<file path="src/rtl/router_fsm_if.sv">
// Router FSM handshake bundle: source/FIFO status in, state strobes out.
interface router_fsm_if;
   localparam int unsigned ADDR_W = 2;

   logic              pkt_valid;
   logic [ADDR_W-1:0] data_in;
   logic              fifo_full;
   logic              fifo_empty_0;
   logic              fifo_empty_1;
   logic              fifo_empty_2;
   logic              soft_reset_0;
   logic              soft_reset_1;
   logic              soft_reset_2;
   logic              parity_done;
   logic              low_pkt_valid;

   logic              detect_add;
   logic              lfd_state;
   logic              ld_state;
   logic              laf_state;
   logic              full_state;
   logic              rst_int_reg;
   logic              write_enb_reg;
   logic              busy;

   // Driver side: source, FIFOs and register block
   modport master (
      output pkt_valid, data_in, fifo_full,
      output fifo_empty_0, fifo_empty_1, fifo_empty_2,
      output soft_reset_0, soft_reset_1, soft_reset_2,
      output parity_done, low_pkt_valid,
      input  detect_add, lfd_state, ld_state, laf_state, full_state,
      input  rst_int_reg, write_enb_reg, busy
   );

   // FSM side
   modport slave (
      input  pkt_valid, data_in, fifo_full,
      input  fifo_empty_0, fifo_empty_1, fifo_empty_2,
      input  soft_reset_0, soft_reset_1, soft_reset_2,
      input  parity_done, low_pkt_valid,
      output detect_add, lfd_state, ld_state, laf_state, full_state,
      output rst_int_reg, write_enb_reg, busy
   );
endinterface

</file>
<file path="src/rtl/router_fsm.sv">
// Router control FSM: decodes the header address, sequences payload/parity
// loading into the selected output FIFO and throttles the source with busy.
module router_fsm (
   input  logic          clock,
   input  logic          reset,
   router_fsm_if.slave   bus
);
   localparam int unsigned ADDR_W = 2;
   localparam int unsigned OUT_W  = 8;

   typedef enum logic [2:0] {
      DECODE_ADDRESS     = 3'd0,
      LOAD_FIRST_DATA    = 3'd1,
      LOAD_DATA          = 3'd2,
      FIFO_FULL_STATE    = 3'd3,
      LOAD_AFTER_FULL    = 3'd4,
      LOAD_PARITY        = 3'd5,
      CHECK_PARITY_ERROR = 3'd6,
      WAIT_TILL_EMPTY    = 3'd7
   } state_e;

   state_e            state_q, state_d;
   logic [ADDR_W-1:0] addr_q, addr_d;
   logic [OUT_W-1:0]  out_q, out_d;

   logic hdr_empty_c;   // empty flag of FIFO named by incoming header
   logic sel_empty_c;   // empty flag of FIFO named by latched address
   logic sel_soft_c;    // timeout flag of FIFO named by latched address

   // FIFO status muxes; address 3 selects nothing
   always_comb begin
      hdr_empty_c = 1'b0;
      sel_empty_c = 1'b0;
      sel_soft_c  = 1'b0;
      case (bus.data_in)
         2'd0:    hdr_empty_c = bus.fifo_empty_0;
         2'd1:    hdr_empty_c = bus.fifo_empty_1;
         2'd2:    hdr_empty_c = bus.fifo_empty_2;
         default: hdr_empty_c = 1'b0;
      endcase
      case (addr_q)
         2'd0: begin
            sel_empty_c = bus.fifo_empty_0;
            sel_soft_c  = bus.soft_reset_0;
         end
         2'd1: begin
            sel_empty_c = bus.fifo_empty_1;
            sel_soft_c  = bus.soft_reset_1;
         end
         2'd2: begin
            sel_empty_c = bus.fifo_empty_2;
            sel_soft_c  = bus.soft_reset_2;
         end
         default: begin
            sel_empty_c = 1'b0;
            sel_soft_c  = 1'b0;
         end
      endcase
   end

   // State, address and output registers
   always_ff @(posedge clock) begin
      if (reset) begin
         state_q <= DECODE_ADDRESS;
         addr_q  <= '0;
         out_q   <= OUT_W'(8'b1000_0000);
      end else begin
         state_q <= state_d;
         addr_q  <= addr_d;
         out_q   <= out_d;
      end
   end

   // Next-state logic; a timeout on the selected FIFO aborts the packet
   always_comb begin
      state_d = DECODE_ADDRESS;
      addr_d  = addr_q;
      case (state_q)
         DECODE_ADDRESS: begin
            state_d = DECODE_ADDRESS;
            if (bus.pkt_valid) begin
               addr_d = bus.data_in;
               if (bus.data_in != 2'd3)
                  state_d = hdr_empty_c ? LOAD_FIRST_DATA : WAIT_TILL_EMPTY;
            end
         end
         LOAD_FIRST_DATA: state_d = LOAD_DATA;
         LOAD_DATA: begin
            if (bus.fifo_full)       state_d = FIFO_FULL_STATE;
            else if (!bus.pkt_valid) state_d = LOAD_PARITY;
            else                     state_d = LOAD_DATA;
         end
         FIFO_FULL_STATE:
            state_d = bus.fifo_full ? FIFO_FULL_STATE : LOAD_AFTER_FULL;
         LOAD_AFTER_FULL: begin
            if (bus.parity_done)        state_d = DECODE_ADDRESS;
            else if (bus.low_pkt_valid) state_d = LOAD_PARITY;
            else                        state_d = LOAD_DATA;
         end
         LOAD_PARITY: state_d = CHECK_PARITY_ERROR;
         CHECK_PARITY_ERROR:
            state_d = bus.fifo_full ? FIFO_FULL_STATE : DECODE_ADDRESS;
         WAIT_TILL_EMPTY:
            state_d = sel_empty_c ? LOAD_FIRST_DATA : WAIT_TILL_EMPTY;
         default: state_d = DECODE_ADDRESS;
      endcase
      if (state_q != DECODE_ADDRESS && sel_soft_c)
         state_d = DECODE_ADDRESS;
   end

   // Moore decode of the upcoming state, registered alongside it
   // Bit order: detect_add lfd ld laf full rst_int write_enb busy
   always_comb begin
      out_d = '0;
      case (state_d)
         DECODE_ADDRESS:     out_d = OUT_W'(8'b1000_0000);
         LOAD_FIRST_DATA:    out_d = OUT_W'(8'b0100_0001);
         LOAD_DATA:          out_d = OUT_W'(8'b0010_0010);
         LOAD_AFTER_FULL:    out_d = OUT_W'(8'b0001_0011);
         FIFO_FULL_STATE:    out_d = OUT_W'(8'b0000_1001);
         CHECK_PARITY_ERROR: out_d = OUT_W'(8'b0000_0101);
         LOAD_PARITY:        out_d = OUT_W'(8'b0000_0011);
         WAIT_TILL_EMPTY:    out_d = OUT_W'(8'b0000_0001);
         default:            out_d = OUT_W'(8'b1000_0000);
      endcase
   end

   assign bus.detect_add    = out_q[7];
   assign bus.lfd_state     = out_q[6];
   assign bus.ld_state      = out_q[5];
   assign bus.laf_state     = out_q[4];
   assign bus.full_state    = out_q[3];
   assign bus.rst_int_reg   = out_q[2];
   assign bus.write_enb_reg = out_q[1];
   assign bus.busy          = out_q[0];
endmodule
</file>
<file path="src/flat_wrapper.sv">
// flat-port wrapper written by rule: the top's interface ports become plain ports
module router_fsm_flat 
  (clock, reset, bus_pkt_valid, bus_data_in, bus_fifo_full, bus_fifo_empty_0, bus_fifo_empty_1, bus_fifo_empty_2, bus_soft_reset_0, bus_soft_reset_1, bus_soft_reset_2, bus_parity_done, bus_low_pkt_valid, bus_detect_add, bus_lfd_state, bus_ld_state, bus_laf_state, bus_full_state, bus_rst_int_reg, bus_write_enb_reg, bus_busy);
  router_fsm_if bus_i ();
  input  logic clock;
  input  logic reset;
  input wire logic [$bits(bus_i.pkt_valid)-1:0] bus_pkt_valid;
  input wire logic [$bits(bus_i.data_in)-1:0] bus_data_in;
  input wire logic [$bits(bus_i.fifo_full)-1:0] bus_fifo_full;
  input wire logic [$bits(bus_i.fifo_empty_0)-1:0] bus_fifo_empty_0;
  input wire logic [$bits(bus_i.fifo_empty_1)-1:0] bus_fifo_empty_1;
  input wire logic [$bits(bus_i.fifo_empty_2)-1:0] bus_fifo_empty_2;
  input wire logic [$bits(bus_i.soft_reset_0)-1:0] bus_soft_reset_0;
  input wire logic [$bits(bus_i.soft_reset_1)-1:0] bus_soft_reset_1;
  input wire logic [$bits(bus_i.soft_reset_2)-1:0] bus_soft_reset_2;
  input wire logic [$bits(bus_i.parity_done)-1:0] bus_parity_done;
  input wire logic [$bits(bus_i.low_pkt_valid)-1:0] bus_low_pkt_valid;
  output wire logic [$bits(bus_i.detect_add)-1:0] bus_detect_add;
  output wire logic [$bits(bus_i.lfd_state)-1:0] bus_lfd_state;
  output wire logic [$bits(bus_i.ld_state)-1:0] bus_ld_state;
  output wire logic [$bits(bus_i.laf_state)-1:0] bus_laf_state;
  output wire logic [$bits(bus_i.full_state)-1:0] bus_full_state;
  output wire logic [$bits(bus_i.rst_int_reg)-1:0] bus_rst_int_reg;
  output wire logic [$bits(bus_i.write_enb_reg)-1:0] bus_write_enb_reg;
  output wire logic [$bits(bus_i.busy)-1:0] bus_busy;
  assign bus_i.pkt_valid = bus_pkt_valid;
  assign bus_i.data_in = bus_data_in;
  assign bus_i.fifo_full = bus_fifo_full;
  assign bus_i.fifo_empty_0 = bus_fifo_empty_0;
  assign bus_i.fifo_empty_1 = bus_fifo_empty_1;
  assign bus_i.fifo_empty_2 = bus_fifo_empty_2;
  assign bus_i.soft_reset_0 = bus_soft_reset_0;
  assign bus_i.soft_reset_1 = bus_soft_reset_1;
  assign bus_i.soft_reset_2 = bus_soft_reset_2;
  assign bus_i.parity_done = bus_parity_done;
  assign bus_i.low_pkt_valid = bus_low_pkt_valid;
  assign bus_detect_add = bus_i.detect_add;
  assign bus_lfd_state = bus_i.lfd_state;
  assign bus_ld_state = bus_i.ld_state;
  assign bus_laf_state = bus_i.laf_state;
  assign bus_full_state = bus_i.full_state;
  assign bus_rst_int_reg = bus_i.rst_int_reg;
  assign bus_write_enb_reg = bus_i.write_enb_reg;
  assign bus_busy = bus_i.busy;
  router_fsm u_core (.clock(clock), .reset(reset), .bus(bus_i));
endmodule
</file>
<file path="config.mk">
export PLATFORM = sky130hd
export DESIGN_NAME = router_fsm_flat
export DESIGN_NICKNAME = d
export VERILOG_FILES = /design/src/rtl/router_fsm_if.sv /design/src/rtl/router_fsm.sv /design/src/flat_wrapper.sv
export SDC_FILE = /design/constraint.sdc
export NUM_CORES = 1
export LEC_CHECK = 0
export ABC_AREA = 1
export CORE_UTILIZATION = 38
export CTS_BUF_LIST = sky130_fd_sc_hd__clkbuf_8 sky130_fd_sc_hd__clkbuf_16
export CTS_CLUSTER_DIAMETER = 40
export CTS_CLUSTER_SIZE = 40
export DETAILED_ROUTE_END_ITERATION = 16
export GPL_TIMING_DRIVEN = 1
export HOLD_SLACK_MARGIN = 0.06
export PLACE_DENSITY = 0.7
export SLEW_MARGIN = 15
export SYNTH_ARGS = -nofsm -noshare
export SYNTH_HDL_FRONTEND = slang
export SYNTH_SLANG_ARGS = --single-unit
</file>
<file path="constraint.sdc">
create_clock -name clock -period 3.31 [get_ports clock]
set_input_delay 0.662 -clock clock [delete_from_list [all_inputs] [get_ports clock]]
set_output_delay 0.662 -clock clock [all_outputs]
set_load 0.05 [all_outputs]
</file>
## Word-level counts from Yosys, hierarchy flattened

Memories as Yosys holds them, arrays and structs flattened. A register that Yosys moved wholly into a read port is not among the register bits.
Index checks and enable logic that the tools add are counted.

| word-level totals | value |
|---|---|
| bits in registers | 5 |
| memory bits (read-only) | 64 |
| input port bits | 14 |
| output and inout port bits | 8 |
| word-level logic and storage cells | 36 |
| memories kept | 1 |

Memory list:

| memory | depth | bits a word | rd ports | clocked after Yosys merged registers in | wr ports | line | source |
|---|---|---|---|---|---|---|---|
| (no name shown) | 8 | 8 | 1 | 1 | 0 | router_fsm.sv:115 | `case (state_d)` |

| cells by class | value |
|---|---|
| equality and inequality tests | 12 |
| multiplexer cells | 15 |
| reductions and logical operators | 6 |

Operators by type and width:

| kind | count |
|---|---|
| 3-bit two-way mux | 10 |
| 3-bit case mux with 8 select lines | 1 |
| 3-bit == test (second input constant) | 4 |
| 1-bit case mux with 3 select lines | 3 |
| 3-bit by 2-bit == test with 1-bit output (second input constant) | 2 |
| 2-bit by 1-bit == test with 1-bit output (second input constant) | 2 |
| 2-bit == test (second input constant) | 2 |
| 2-bit logical NOT | 2 |
| 3-bit by 1-bit == test with 1-bit output (second input constant) | 1 |
| 3-bit logical NOT | 1 |
| 3-bit nonzero test | 1 |
| 2-bit two-way mux | 1 |
| 2-bit inequality test (second input constant) | 1 |
| 2-bit AND reduction | 1 |
| 1-bit logical AND | 1 |

## Logic depth before layout (Yosys ltp)

| depth | value |
|---|---|
| word-level depth | 7 |
| mapped depth | 11 |
| gate-level depth less buffers | 11 |

## Least setup slack after synthesis

Ideal clock, no wire load.

| timing path | value |
|---|---|
| kind | input to register |
| start point | input port bus_pkt_valid |
| end point | register u_core.out_q[2] |
| setup time | 0.064 ns |
| arrival | 1.413 ns |
| path slack | 1.833 ns |
| stages on the path | 10 |
| path buffers | 0 |
| path through | inv_1 -> a21oi_1 -> nand3_1 -> nand2_1 -> nand2_1 -> inv_1 -> nand2_1 -> inv_1 -> o21ai_0 -> nor2_1 |

| between the ends | value |
|---|---|
| cells in the longest elaborated chain, start to end | 4 |
| elaborated cells on any way between the ends | 5 |
| classes of those cells | mux (5) |

RTL lines:

| element | line | source |
|---|---|---|
| from (decl) | flat_wrapper.sv:7 | `input wire logic [$bits(bus_i.pkt_valid)-1:0] bus_pkt_valid;` |
| 3-bit two-way mux | router_fsm.sv:90 | `else if (!bus.pkt_valid) state_d = LOAD_PARITY;` |
| 3-bit two-way mux | router_fsm.sv:89 | `if (bus.fifo_full) state_d = FIFO_FULL_STATE;` |
| 3-bit case mux with 8 select lines * | router_fsm.sv:78 | `case (state_q)` |
| 3-bit two-way mux * | router_fsm.sv:107 | `if (state_q != DECODE_ADDRESS && sel_soft_c)` |
| to (decl) | router_fsm.sv:24 | `logic [OUT_W-1:0] out_q, out_d;` |

Mark *: on every way between the ends. The rest lies on a longest branch, timed or not.
A chain may end at the register's enable or synchronous reset.

## Worst setup path in the final report

| timing path | value |
|---|---|
| start point | input port bus_pkt_valid |
| end point | register u_core.out_q[4] |

The elaborated chain is that of the path after synthesis.

==> flow_metrics.env <==
export IMPL_final_max_slew_viol_count=0
export IMPL_die_w_um=45.2
export IMPL_yosysTopAreaCellShare_pct=36.7
export IMPL_nNetsFinal=154
export IMPL_coreArea_um2=1750
export IMPL_synth_warnings=0
export IMPL_io_pins=22
export IMPL_vdd_drop_max_uv=606
export IMPL_overflow=0
export IMPL_clockBufferDepth=2
export IMPL_hold_path_class="flop to flop"
export IMPL_yosysTopAreaCell="dfxtp_1"
export IMPL_start_util_pct=40.6
export IMPL_wl_um=1610
export IMPL_dp_hpwl_um=1310
export IMPL_cts_tree="built"
export IMPL_track_usage_pct=17.2
export IMPL_required_ns=3.44
export IMPL_worst_slew_pin_slew_ns=0.493
export IMPL_ant_nets=0
export IMPL_endpoint_kind="flop"
export IMPL_htreeDepth=1
export IMPL_rows=15
export IMPL_dieArea_um2=2040
export IMPL_period_minus_slack_ns=2.12
export IMPL_cts_buffers=3
export IMPL_areaGrowthSynthToFinish_pct=40.5
export IMPL_first_global_vias=658
export IMPL_syn_area_um2=708
export IMPL_syn_area_per_cell_um2=6.21
export IMPL_grt_pass1_wl_um=2550
export IMPL_cap_violations=0
export IMPL_synth_area_leaders="dfxtp_1, nand2_1, nand3_1"
export IMPL_antenna_found_initial=0
export IMPL_worst_hold_path_num_cells=2
export IMPL_drt_iter0_drc=18
export IMPL_ys_top_cells_by_count="nand2_1, inv_1, nand3_1"
export IMPL_fin_util_pct=57.0
export IMPL_ctsHoldBuffers=0
export IMPL_synth_most_common_cell="nand2_1"
export IMPL_drt_met1_wl_um=703
export IMPL_dr_pass1_iters=4
export IMPL_diodes=0
export IMPL_synth_cells=114
export IMPL_avgViaCountPerCell=4.74
export IMPL_synth_nets=128
export IMPL_wl_per_cell_um=9.79
export IMPL_power_density_nw_per_um2=1070
export IMPL_top_layer="met4"
export IMPL_dpl_worst_slack_ns=1.05
export IMPL_gp_congestion=0.901
export IMPL_synth_cell_types=15
export IMPL_ys_flop_type="dfxtp_1"
export IMPL_arrival_ns=2.25
export IMPL_start_kind="primary input"
export IMPL_wl_met3_um=98
export IMPL_p_leak_nw=0.507
export IMPL_worst_clock_skew_ns=0.00280
export IMPL_maxSlewHeadroom_pct=67.1
export IMPL_post_route_period_util_pct=63.9
export IMPL_cts_resized=0
export IMPL_seq_area_frac_synth_pct=36.7
export IMPL_finalSetupViolCount=0
export IMPL_numPortBuffers=21
export IMPL_wl_met2_um=795
export IMPL_layout_drive_gt1_share_pct=7.19
export IMPL_path_max_fanout=4
export IMPL_die_h_um=45.2
export IMPL_r2r_cells=8
export IMPL_critical_path_class="primary input to flop"
export IMPL_status="finished, final reports clean"
export IMPL_rsz0062_at_grt="no"
export IMPL_path_clk_slew_ns=0.05
export IMPL_grt_start_max_net_pins=9
export IMPL_post_cts_buffers=0
export IMPL_clk_insertion_delay_late_ns=0.24
export IMPL_setup_tns_ns=0
export IMPL_fin_hold_ws_ns=0.588
export IMPL_drcViolationCount=0
export IMPL_via_count=777
export IMPL_fin_ws_ns=1.19
export IMPL_clock_sinks=13
export IMPL_root_buffer="clkbuf_8"
export IMPL_hold_viol_final=0
export IMPL_synth_edff_count=0
export IMPL_ys_ff_latch=13
export IMPL_async_flop_share_pct=0
export IMPL_max_freq_mhz=472
[worst paths after layout]
path                           from  slack, ns                to
setup / recovery      bus_pkt_valid       1.19   u_core.out_q[4]
hold / removal     u_core.addr_q[0]       0.59  u_core.addr_q[0]
setup reg to reg  u_core.state_q[0]       1.80   u_core.out_q[4]
hold reg to reg    u_core.addr_q[0]       0.59  u_core.addr_q[0]
[layout make-up]
| cell class | instances | area, µm² |
|---|---|---|
| timing repair buffer | 21 | 210 |
| inverter | 22 | 82.6 |
| fill | 177 | 751 |
| sequential | 13 | 260 |
| multi-input combinational | 79 | 365 |
| clock inverter | 1 | 3.75 |
| tap | 25 | 31.3 |
| clock buffer | 3 | 41.3 |
[critical path: stages]
cell and delay (ns):
clkdlybuf4s50_1 0.51, inv_1 0.08, a21oi_1 0.16, nand3_1 0.11, nand2_1 0.07, nand2_1 0.13
inv_1 0.14, nand3_1 0.14, nor3_1 0.25
[where the power goes]
group	leakage, nW	switching [mW]	internal, mW
Clock	0.0269	0.0500	0.0814
Combinational	0.373	0.454	0.210
Sequential	0.107	0.0415	0.224
Total	0.507	0.546	0.515
[placed cells by master, fill, tap and decap left out, drive strengths merged]
cell	n
nand2	32
inv	23
clkdlybuf4s50	21
nand3	18
nor2	16
dfxtp	13
a21oi	4
o21ai	3
clkbuf	3
nor3	3
nand4	2
or2	1
[flip-flops by register name, summed over array words and instances, names as in the netlist]
register	cells
u_core.out_q	8
u_core.state_q	3
u_core.addr_q	2
[stage by stage]
stage / std cells / total power [mW] / instance area (µm²)
3_5_place_dp: 160 / 0.923 / 950
4_1_cts: 164 / 1.06 / 995
6_report: 164 / 1.06 / 995
2_1_floorplan: 114 / 0.749 / 708
5_1_grt: 164 / 1.14 / 995
3_3_place_gp: 160 / 0.906 / 950
[kinds of logic (layout without fill, tap and decap cells)]
family / Yosys count / after routing / synth area share (%)
compound gates: 7 / 7 / 4.95
flops: 13 / 13 / 36.7
simple gates: 72 / 72 / 46.6
buf+inv: 22 / 47 / 11.7
[metal layers]
metal,GRT usage [%],up-vias
met4,1.82,0
met2,31.9,30
met3,6.00,4
met5,0,-
li1,-,405
met1,19.4,338
No activity file was read; power rests on OpenSTA's default activity.
